==> src/rtl/team_08_gpio_pkg.sv <==
// Shared definitions for the team_08 Wishbone GPIO controller:
// register offsets, handshake FSM states and control bit positions.
package team_08_gpio_pkg;

    localparam logic [5:0] OFF_OUT_L  = 6'h00;
    localparam logic [5:0] OFF_OUT_H  = 6'h04;
    localparam logic [5:0] OFF_OEB_L  = 6'h08;
    localparam logic [5:0] OFF_OEB_H  = 6'h0C;
    localparam logic [5:0] OFF_IN_L   = 6'h10;
    localparam logic [5:0] OFF_IN_H   = 6'h14;
    localparam logic [5:0] OFF_REN_L  = 6'h18;
    localparam logic [5:0] OFF_REN_H  = 6'h1C;
    localparam logic [5:0] OFF_FEN_L  = 6'h20;
    localparam logic [5:0] OFF_FEN_H  = 6'h24;
    localparam logic [5:0] OFF_STAT_L = 6'h28;
    localparam logic [5:0] OFF_STAT_H = 6'h2C;
    localparam logic [5:0] OFF_IRQ_EN = 6'h30;

    // IRQ_EN enable bit; STAT high register starts at lane 32.
    localparam int IRQ_EN_BIT  = 0;
    localparam int STAT_HI_LSB = 32;

    typedef enum logic {
        IDLE,
        ACK
    } state_t;

endpackage

==> src/rtl/team_08_gpio_sync_edge.sv <==
// Two-flop pad synchroniser plus a history flop, per lane.
// Ports: clk_i, nrst (sync, active low), pad (async in), sync/rise/fall out.
module team_08_gpio_sync_edge #(
    parameter int W = 34
) (
    input  logic         clk_i,
    input  logic         nrst,
    input  logic [W-1:0] pad,
    output logic [W-1:0] sync,
    output logic [W-1:0] rise,
    output logic [W-1:0] fall
);

    logic [W-1:0] meta;
    logic [W-1:0] prev;

    always_ff @(posedge clk_i) begin
        if (!nrst) begin
            meta <= '0;
            sync <= '0;
            prev <= '0;
        end else begin
            meta <= pad;
            sync <= meta;
            prev <= sync;
        end
    end

    assign rise = sync & ~prev;
    assign fall = ~sync & prev;

endmodule

==> src/rtl/team_08_wb_gpio_ctrl.sv <==
// Wishbone classic GPIO controller: output data, active-low OE, synced inputs, edge IRQ.
// Ports: clk_i/nrst, wishbone slave (adr/dat/sel/we/cyc/stb/ack), gpio_in/out/oeb, irq_o.
module team_08_wb_gpio_ctrl
    import team_08_gpio_pkg::*;
#(
    parameter int               NGPIO     = 34,
    parameter logic [31:0]      BASE_ADDR = 32'h3000_0000,
    parameter logic [NGPIO-1:0] OEB_RST   = '1
) (
    input  logic             clk_i,
    input  logic             nrst,
    input  logic [31:0]      adr_i,
    input  logic [31:0]      dat_i,
    output logic [31:0]      dat_o,
    input  logic [3:0]       sel_i,
    input  logic             we_i,
    input  logic             cyc_i,
    input  logic             stb_i,
    output logic             ack_o,
    input  logic [NGPIO-1:0] gpio_in,
    output logic [NGPIO-1:0] gpio_out,
    output logic [NGPIO-1:0] gpio_oeb,
    output logic             irq_o
);

    state_t state;
    state_t state_nx;

    logic             hit;
    logic             acc;
    logic             wr;
    logic [5:0]       off;
    logic [2:0]       grp;
    logic [31:0]      bm;
    logic [31:0]      rdata;
    logic [NGPIO-1:0] wmask;
    logic [NGPIO-1:0] wdata;
    logic [NGPIO-1:0] m_out;
    logic [NGPIO-1:0] m_oeb;
    logic [NGPIO-1:0] m_ren;
    logic [NGPIO-1:0] m_fen;
    logic [NGPIO-1:0] m_stat;
    logic [NGPIO-1:0] rise_en;
    logic [NGPIO-1:0] fall_en;
    logic [NGPIO-1:0] stat;
    logic [NGPIO-1:0] sync_v;
    logic [NGPIO-1:0] rise_v;
    logic [NGPIO-1:0] fall_v;
    logic [NGPIO-1:0] set_v;
    logic             irq_en;
    logic [1:0]       unused_adr;

    assign unused_adr = adr_i[1:0];

    team_08_gpio_sync_edge #(
        .W(NGPIO)
    ) u_sync (
        .clk_i(clk_i),
        .nrst (nrst),
        .pad  (gpio_in),
        .sync (sync_v),
        .rise (rise_v),
        .fall (fall_v)
    );

    assign hit = cyc_i & stb_i & (adr_i[31:6] == BASE_ADDR[31:6]);
    assign acc = (state == IDLE) & hit;
    assign wr  = acc & we_i;
    assign off = {adr_i[5:2], 2'b00};
    assign grp = off[5:3];

    assign bm = {{8{sel_i[3]}}, {8{sel_i[2]}},
                 {8{sel_i[1]}}, {8{sel_i[0]}}};

    // Low/high word of a 64-bit lane space, truncated to NGPIO lanes.
    assign wmask = off[2] ? NGPIO'({bm, 32'h0})
                          : NGPIO'({32'h0, bm});
    assign wdata = NGPIO'({dat_i, dat_i});

    assign m_out  = (wr && grp == OFF_OUT_L[5:3])  ? wmask : '0;
    assign m_oeb  = (wr && grp == OFF_OEB_L[5:3])  ? wmask : '0;
    assign m_ren  = (wr && grp == OFF_REN_L[5:3])  ? wmask : '0;
    assign m_fen  = (wr && grp == OFF_FEN_L[5:3])  ? wmask : '0;
    assign m_stat = (wr && grp == OFF_STAT_L[5:3]) ? wmask : '0;

    assign set_v = (rise_v & rise_en) | (fall_v & fall_en);

    function automatic logic [NGPIO-1:0] merge(
        input logic [NGPIO-1:0] old,
        input logic [NGPIO-1:0] m,
        input logic [NGPIO-1:0] d
    );
        return (old & ~m) | (d & m);
    endfunction

    function automatic logic [31:0] rd_half(
        input logic [NGPIO-1:0] v,
        input logic             hi
    );
        logic [63:0] w;
        w = 64'(v);
        return hi ? w[63:32] : w[31:0];
    endfunction

    always_comb begin
        rdata = '0;
        unique case (1'b1)
            (grp == OFF_OUT_L[5:3]):  rdata = rd_half(gpio_out, off[2]);
            (grp == OFF_OEB_L[5:3]):  rdata = rd_half(gpio_oeb, off[2]);
            (grp == OFF_IN_L[5:3]):   rdata = rd_half(sync_v, off[2]);
            (grp == OFF_REN_L[5:3]):  rdata = rd_half(rise_en, off[2]);
            (grp == OFF_FEN_L[5:3]):  rdata = rd_half(fall_en, off[2]);
            (grp == OFF_STAT_L[5:3]): rdata = rd_half(stat, off[2]);
            (off == OFF_IRQ_EN):      rdata = 32'(irq_en);
            default:                  rdata = '0;
        endcase
    end

    always_comb begin
        state_nx = state;
        unique case (state)
            IDLE:    if (hit) state_nx = ACK;
            ACK:     state_nx = IDLE;
            default: state_nx = IDLE;
        endcase
    end

    assign ack_o = (state == ACK);

    always_ff @(posedge clk_i) begin
        if (!nrst) begin
            state    <= IDLE;
            dat_o    <= '0;
            gpio_out <= '0;
            gpio_oeb <= OEB_RST;
            rise_en  <= '0;
            fall_en  <= '0;
            stat     <= '0;
            irq_en   <= 1'b0;
            irq_o    <= 1'b0;
        end else begin
            state    <= state_nx;
            gpio_out <= merge(gpio_out, m_out, wdata);
            gpio_oeb <= merge(gpio_oeb, m_oeb, wdata);
            rise_en  <= merge(rise_en, m_ren, wdata);
            fall_en  <= merge(fall_en, m_fen, wdata);
            // New edges win over a same-cycle W1C clear.
            stat     <= (stat & ~(m_stat & wdata)) | set_v;
            irq_o    <= irq_en & (|stat);
            if (wr && off == OFF_IRQ_EN && sel_i[0])
                irq_en <= dat_i[IRQ_EN_BIT];
            if (acc && !we_i)
                dat_o <= rdata;
        end
    end

endmodule

==> config.mk <==
export PLATFORM = sky130hd
export DESIGN_NAME = team_08_wb_gpio_ctrl
export DESIGN_NICKNAME = d
export VERILOG_FILES = /design/src/rtl/team_08_gpio_pkg.sv /design/src/rtl/team_08_gpio_sync_edge.sv /design/src/rtl/team_08_wb_gpio_ctrl.sv
export SDC_FILE = /design/constraint.sdc
export NUM_CORES = 1
export LEC_CHECK = 0
export BUFFER_PORTS_ARGS = -buffer_cell sky130_fd_sc_hd__buf_2
export CAP_MARGIN = 20
export CORE_UTILIZATION = 60
export DETAILED_ROUTE_END_ITERATION = 10
export PLACE_DENSITY = 0.84
export SYNTH_ARGS = -nofsm -noshare
export SYNTH_HDL_FRONTEND = slang
export SYNTH_SLANG_ARGS = --single-unit
==> constraint.sdc <==
create_clock -name clk_i -period 6.6 [get_ports clk_i]
set_input_delay 1.32 -clock clk_i [delete_from_list [all_inputs] [get_ports clk_i]]
set_output_delay 1.32 -clock clk_i [all_outputs]
set_load 0.02 [all_outputs]
Yosys cells after proc, flatten, opt, wreduce, memory -nomap -nowiden:

Cells that the tools add are included.

* register bits after elaboration: 307
* output and inout bits: 102
* logic and storage cells: 78

* equal/unequal tests: 7
* multiplexer cells: 15
* bitwise gates (word level): 33
* reduce and logical (&&, ||, !) cells: 11

Operator list (count)
* bitwise AND 34 bit: 14
* NOT 34 bit: 7
* one-hot mux 32 bit (7 select lines): 1
* two-way mux 34 bit: 6
* OR 34 bit: 6
* two-way mux 32 bit: 6
* OR reduction 34 bit: 1
* == test 26 x 24 -> 1 bit, second input constant: 1
* logical AND 1 bit: 8
* == test 3 x 2 -> 1 bit, second input constant: 2
* == test 3 bit, second input constant: 2
* bitwise AND 1 bit: 5
* == test 4 bit, second input constant: 1
* == test 3 x 1 -> 1 bit, second input constant: 1
* logical NOT 3 bit: 1
* one-hot mux 1 bit (2 select lines): 1
* logical NOT 1 bit: 1
* two-way mux 1 bit: 1
* NOT 1 bit: 1

Depth between registers and ports, before layout:

Gate-level depths: netlist of the first run.

* word-level depth: 10
* gate-level depth with buffers: 8
* depth with buffers taken out: 5

Cells and area by module:

From an unflattened synthesis of the first run, not the netlist that was laid out.

* cells, all modules: 1244
* area, all modules: 12438.2 um^2

Modules (own cells, without submodules)
* team_08_wb_gpio_ctrl: times used 1, cells an instance 961, area each 9266.4 um^2
* team_08_gpio_sync_edge: times used 1, cells an instance 283, area each 3171.8 um^2

Worst setup path before layout of the first run:

No wires, ideal clock.

* kind: input to register
* start point: input adr_i[31]
* end point: register stat[0]
* library setup time: 0.128 ns
* arrival: 2.996 ns
* path slack: 3.475 ns
* cell stages on the path: 8
* buffers on the path: 3
* cells stage by stage: nor3b_1 > nand4_4 > or2_1 > buf_6 > buf_6 > buf_2 > o41ai_1 > a31oi_1

* longest elaborated chain between the ends: 10

Ends and longest elaborated chain
* start, declared: line team_08_wb_gpio_ctrl.sv:12 `input logic [31:0] adr_i,`
* == test 26 x 24 -> 1 bit: line team_08_wb_gpio_ctrl.sv:66 `assign hit = cyc_i & stb_i & (adr_i[31:6] == BASE_ADDR[31:6]);`
* bitwise AND 1 bit: line team_08_wb_gpio_ctrl.sv:66
* bitwise AND 1 bit: line team_08_wb_gpio_ctrl.sv:67 `assign acc = (state == IDLE) & hit;`
* bitwise AND 1 bit: line team_08_wb_gpio_ctrl.sv:68 `assign wr = acc & we_i;`
* logical AND 1 bit: line team_08_wb_gpio_ctrl.sv:84 `assign m_stat = (wr && grp == OFF_STAT_L[5:3]) ? wmask : '0;`
* two-way mux 34 bit: line team_08_wb_gpio_ctrl.sv:84
* bitwise AND 34 bit: line team_08_wb_gpio_ctrl.sv:148 `stat <= (stat & ~(m_stat & wdata)) | set_v;`
* NOT 34 bit: line team_08_wb_gpio_ctrl.sv:148
* bitwise AND 34 bit: line team_08_wb_gpio_ctrl.sv:148
* OR 34 bit: line team_08_wb_gpio_ctrl.sv:148
* end signal, assigned: line team_08_wb_gpio_ctrl.sv:148
* end, declared: line team_08_wb_gpio_ctrl.sv:45 `logic [NGPIO-1:0] stat;`

No other way between the ends.
A chain may end at the register's enable or synchronous reset.

==> results of run 1 <==
==> logic make-up after synthesis <==
group	after synthesis	synth area share [%]
AO/OA/AOI/OAI	207	12.5
multiplexers	147	12.0
flip-flops	307	50.0
AND/OR/NAND/NOR	470	22.5
buffers and inverters	87	2.98
==> report_power, final <==
group / switching, uW / leakage [uW] / internal, uW
combinational: 119 / 0.00255 / 62.8
sequential: 13.6 / 0.00249 / 1880
clock: 709 / 0.000520 / 1050
total: 841 / 0.00556 / 2990
==> layout make-up <==
type,count,area share [%]
Sequential cell,307,42.3
Clock buffer,40,6.06
Tap cell,270,2.33
Multi-Input combinational cell,824,40.1
Timing Repair Buffer,220,7.92
Inverter,5,0.129
Clock inverter,16,1.10
Antenna cell,2,0.0345
==> worst min path at each step <==
| stage | end | slack, ps |
|---|---|---|
| 2_1_floorplan | u_sync.sync[0]$_SDFF_PN0_ | 410 |
| 5_1_grt | u_sync.sync[29]$_SDFF_PN0_ | 440 |
| 4_1_cts | u_sync.sync[29]$_SDFF_PN0_ | 430 |
| 3_5_place_dp | u_sync.sync[15]$_SDFF_PN0_ | 420 |
| 6_report | u_sync.sync[4]$_SDFF_PN0_ | 430 |
| 3_3_place_gp | u_sync.sync[3]$_SDFF_PN0_ | 410 |
==> cells in the final DEF, fill, tap and decap left out, drive strengths merged, types with 4 or more instances in the layout <==
cell type    n
nor4        20
nand2      205
nor3        17
nand3       34
a22oi       90
dfxtp      307
a22o        30
clkinv      12
nand3b      70
nand4        4
o31ai       30
mux2i      144
and2       102
o211ai       4
nor2         7
inv          4
o41ai        5
a31oi       35
clkbuf      40
buf        220
==> worst max-delay path, stage by stage <==
cell and delay, ps:
buf_2 90, nor3b_1 360, nand4_4 290, or2_2 390, buf_4 410, nor3_4 700, mux2i_1 270
==> per-layer routing <==
metal	track usage [%]	part of all wire, %
met5	0	0
met4	12.6	3.2
met3	5.75	9.3
met2	49.9	47
met1	38.9	40
==> per-stage QoR <==
stage	total power [uW]	hold WS, ps	cells	cell area (um^2)
finish	3830	431	1684	14500
global route	3940	439	1684	14500
CTS	3840	433	1680	14500
detailed placement	2110	417	1624	13400
global placement	2100	414	1624	13400
floorplan	2030	412	1218	12300
==> flow_summary.yaml, run 1 <==
outcome:
  status: "finished clean"
sta:
  timing_hold_violations_final: 0
  period_share_pct: 51.4
  grt_setup_unrepaired: "false"
  max_freq_ghz: 0.295
  min_period_ps: 3390
  worst_slew_pin_slew_ps: 1060
  skew_ps: 13.2
  fin_tns_setup_ps: 0
  final_max_slew_viol_count: 0
  maxSlewHeadroom_pct: 28.7
  setup_viol: 0
  setup_ws_ps: 3210
die:
  dieHeight_um: 145
  start_util_pct: 61.0
  core_um2: 20200
  ioPinCount: 209
  rows: 52
  die_x_um: 145
  dieArea_um2: 21100
power:
  irDropWorstVdd_v: 0.000216
  power.leakage_uw: 0.00556
  p_per_area_nw_per_um2: 264
setup_path:
  timing.rr.start: "ack_o$_SDFF_PP0_"
  crit_type: "in2reg"
  cp-start-kind: "primary input"
  crit_arrival_ps: 3850
  reg2reg_depth: 6
  end_kind: "flop"
  startpoint: "adr_i[31]"
  crit_required_ps: 7060
  reg2reg_slack_ps: 3940
  cp_max_fo: 56
yosys:
  postSynth.asyncResetShare_pct: 0
  synthTopCellsByCount: "307 x dfxtp_1, 205 x nand2_1, 144 x mux2i_1"
  synth_top_area_cell: "dfxtp_1"
  synth_top_area_share_pct: 50.0
  synthCells: 1218
  ys_types: 43
  synth_edf_count: 0
  syn_avg_cell_area_um2: 10.1
  synth_area_leaders: "dfxtp_1 50%, mux2i_1 12%, nand2_1 6.3%, a22oi_1 5.5%, and2_1 5.2%"
  ys_ff_latch: 307
  syn-cell-area_um2: 12300
  yosysMostFrequentCell: "dfxtp_1"
  synth_nets: 1325
  seq_area_frac_synth_pct: 50.0
  ys_warn_count: 0
  ys.flop_type: "dfxtp_1"
cts:
  numCtsBuffers: 30
  cts-root-buf: "clkbuf_16"
  clk_latency_ps: 550
  post_cts_resized: 0
  cts_setup_buffers: 0
  htree_num_levels: 1
  clockBufferDepth: 3
  hold_buffers: 0
  clock-sinks: 307
  cts_tree: "done"
  clkTransAtPathRegs_ps: 60
routing:
  via_per_inst: 6.08
  drt-pass1-iter-count: 8
  detail-route-antenna-nets: 0
  wirelength_um: 32800
  vias: 10200
  drt-initial-drc-count: 889
  drc: 0
  detail_route.wl_per_cell_um: 19.5
layout:
  regArea_um2: 6150
  utilization_pct: 72.0
  finalNetCount: 1495
  drive_gt1_share_pct: 22.0
  synthToLayoutAreaGrowth_pct: 18.0
  multi_input_area_um2: 5820
  fillerInstances: 1460
global_route:
  grt_use_total_pct: 30.3
  grt_max_degree: 114
  grt_pass1_vias: 9785
  grt_overflow: 0
  grt_pass1_wl_um: 51300
  antenna_found_initial: 2
hold_path:
  min_path_cells: 1
  hold_class: "reg2reg"
  min_from: "u_sync.meta[4]$_SDFF_PN0_"
place:
  io_buffers: 206
  place_congestion: 0.881
  hpwl_um: 21500
  dp_slack_ps: 2690
job:
  maxCapViolations: 0
No activity file was read; power rests on OpenSTA's default activity.
==> run 2, diff against run 1 <==
Settings changed: ABC_AREA set to 1, CORE_UTILIZATION 60 to 57, PLACE_DENSITY 0.84 to 0.8.
Clock period 6.6 ns to 3.51 ns, I/O delays scaled along.
==> run 2 against run 1 <==
Flip-flop and latch count unchanged. Global-route usage down 1.0 points. Utilization down 3.8 points. Worst setup slack worse by 1800 ps. Via count up 27%. Sequential share of layout area down 4.4 points. Sequential power up 88%. Final cell count up 51%. Combinational power up 110%. Synthesized area up 13%. Count of clock-buffer cells in the layout up 2.
==> flow_summary.yaml, run 2 <==
setup_path:
  cp-start-kind: "primary input"
  crit_required_ps: 3930
  cp_max_fo: 8
  crit_chain: "buf_2 -> or2_0 -> nor2_1 -> nand2_1 -> nor2_4 -> nand4_1 -> o21bai_1 -> a21oi_1"
  end_kind: "flop"
  crit_type: "in2reg"
  critPathTopFamily: "simple AND/OR/NAND/NOR gates"
  crit_slowest_cell: "nand4_1"
  crit_arrival_ps: 2540
  critPathMaxStageDelay_ps: 470
  timing.rr.start: "ack_o$_SDFF_PP0_"
  path_buf_inv: 1
  startpoint: "adr_i[6]"
place:
  io_buffers: 206
  post_dp_cell_area_um2: 15200
  place_congestion: 0.874
  hpwl_um: 24700
  dp.cells: 2488
yosys:
  syn_avg_cell_area_um2: 6.85
  synth_nets: 2141
  postSynth.asyncResetShare_pct: 0
  synthCells: 2034
  synthTopCellsByCount: "423 x inv_1, 355 x nor2_1, 307 x dfxtp_1"
  seq_area_frac_synth_pct: 44.1
  yosysMostFrequentCell: "inv_1"
  ys_ff_latch: 307
  synth_top_area_cell: "dfxtp_1"
  syn-cell-area_um2: 13900
  synth_area_leaders: "dfxtp_1 44%, inv_1 11%, nor2_1 9.6%, nand3_1 8.8%, nand2_1 8.0%"
  synth_top_area_share_pct: 44.1
  ys_types: 28
  ys.flop_type: "dfxtp_1"
  ys_warn_count: 0
  synth_edf_count: 0
layout:
  layout_commonest_cell: "inv_1"
  finalNetCount: 2309
  final_cell_area_um2: 16200
  final_cell_mix: "421 x inv_1, 355 x nor2_1, 307 x dfxtp_1"
  drive_gt1_share_pct: 14.3
  stdcell_count: 2543
  synthToLayoutAreaGrowth_pct: 16.2
global_route:
  antenna_found_initial: 1
  grt_use_total_pct: 29.3
  grt_overflow: 0
  grt_max_degree: 102
  grt_pass1_wl_um: 57800
  grt_pass1_vias: 11700
die:
  rows: 56
  ioPinCount: 209
  die_x_um: 158
  core_um2: 23800
  dieArea_um2: 25100
  dieHeight_um: 158
  start_util_pct: 58.6
power:
  irDropWorstVdd_v: 0.000285
  switching_share_pct: 22.5
  power.leakage_uw: 0.00829
  pwr-share-comb_pct: 5.3
  p_per_area_nw_per_um2: 449
  clkPwrFrac_pct: 45.7
  p_seq_share_pct: 49.0
  switchingPower_uw: 1630
  intPower_uw: 5640
sta:
  timing_hold_violations_final: 0
  grt_setup_unrepaired: "false"
  worst_slew_pin_slew_ps: 642
  period_share_pct: 60.5
  skew_ps: 7.26
  min_period_ps: 2120
  max_freq_ghz: 0.471
  final_max_slew_viol_count: 0
  whs_ps: 329
  setup_viol: 0
  fin_tns_setup_ps: 0
  maxSlewHeadroom_pct: 57.2
cts:
  clk_latency_ps: 550
  clock-sinks: 307
  cts_setup_buffers: 0
  clkTransAtPathRegs_ps: 60
  cts_tree: "done"
  cts-root-buf: "clkbuf_16"
  clockBufferDepth: 3
  hold_buffers: 0
  numCtsBuffers: 31
  htree_num_levels: 1
  post_cts_resized: 0
routing:
  wirelength_um: 37000
  drc: 0
  vias: 13000
  detail_route.wl_per_cell_um: 14.6
  drt-initial-drc-count: 1006
  via_per_inst: 5.12
  drt-pass1-iter-count: 6
  detail-route-antenna-nets: 0
hold_path:
  min_from: "gpio_in[29]"
  hold_class: "in2reg"
outcome:
  status: "finished clean"
job:
  maxCapViolations: 0
[run 2: path summary, 6_finish.rpt]
kind                            slack [ps]  cells after the start                          to
worst min register to register         410                      2   u_sync.sync[1]$_SDFF_PN0_
worst min-delay path                   330                      3  u_sync.meta[29]$_SDFF_PN0_
worst max-delay path                  1390                      8          stat[0]$_SDFF_PN0_
worst max register to register        1460                      8          stat[0]$_SDFF_PN0_
[run 2: logic make-up (layout without fill, tap and decap cells)]
logic type / Yosys count / count (layout) / share of synthesized area [%]
buffers and inverters: 525 / 714 / 15.1
AND/OR/NAND/NOR: 949 / 949 / 29.7
flip-flops: 307 / 307 / 44.1
other: 0 / 1 / 0
AO/OA/AOI/OAI: 253 / 253 / 11.1
[run 2: worst min-delay path, cell delays in order]
cell and delay [ps]:
buf_2 70, nand2_1 40, inv_1 40
[run 2: area by class of cell]
cell class / instances / area, um^2
antenna: 1 / 2.50
timing repair buffer: 233 / 1290
multi-input combinational: 1202 / 5720
inverter: 427 / 1610
sequential: 307 / 6150
tap: 319 / 399
clock inverter: 12 / 163
fill: 2062 / 7570
clock buffer: 42 / 857
[run 2: power by group through the flow]
stage                     combinational [uW]  sequential (uW)  clock (uW)
final                                    389             3560        3320
after global routing                     427             3560        3520
after CTS                                383             3560        3360
after detailed placement                 381             3640           0
after global placement                   373             3630           0
after floorplan                          212             3630           0
[run 2: per-layer routing]
metal  GRT usage, %  wire [um]  vias up  part of all wire (%)
met5              0          0        -                     0
li1               -          -     6611                     -
met4           10.6        951        0                   2.6
met3           4.06       2820       72                   7.6
met2           50.1      17600      520                    47
met1           37.5      15700     5819                    42
[run 2: per-stage QoR]
stage / power (uW) / setup slack, ps / util (%)
4_1_cts: 7300 / 1430 / 68.1
2_1_floorplan: 3840 / 1340 / -
3_3_place_gp: 4010 / 871 / 63.8
6_report: 7270 / 1390 / 68.1
3_5_place_dp: 4020 / 869 / 63.8
5_1_grt: 7500 / 1290 / 68.1
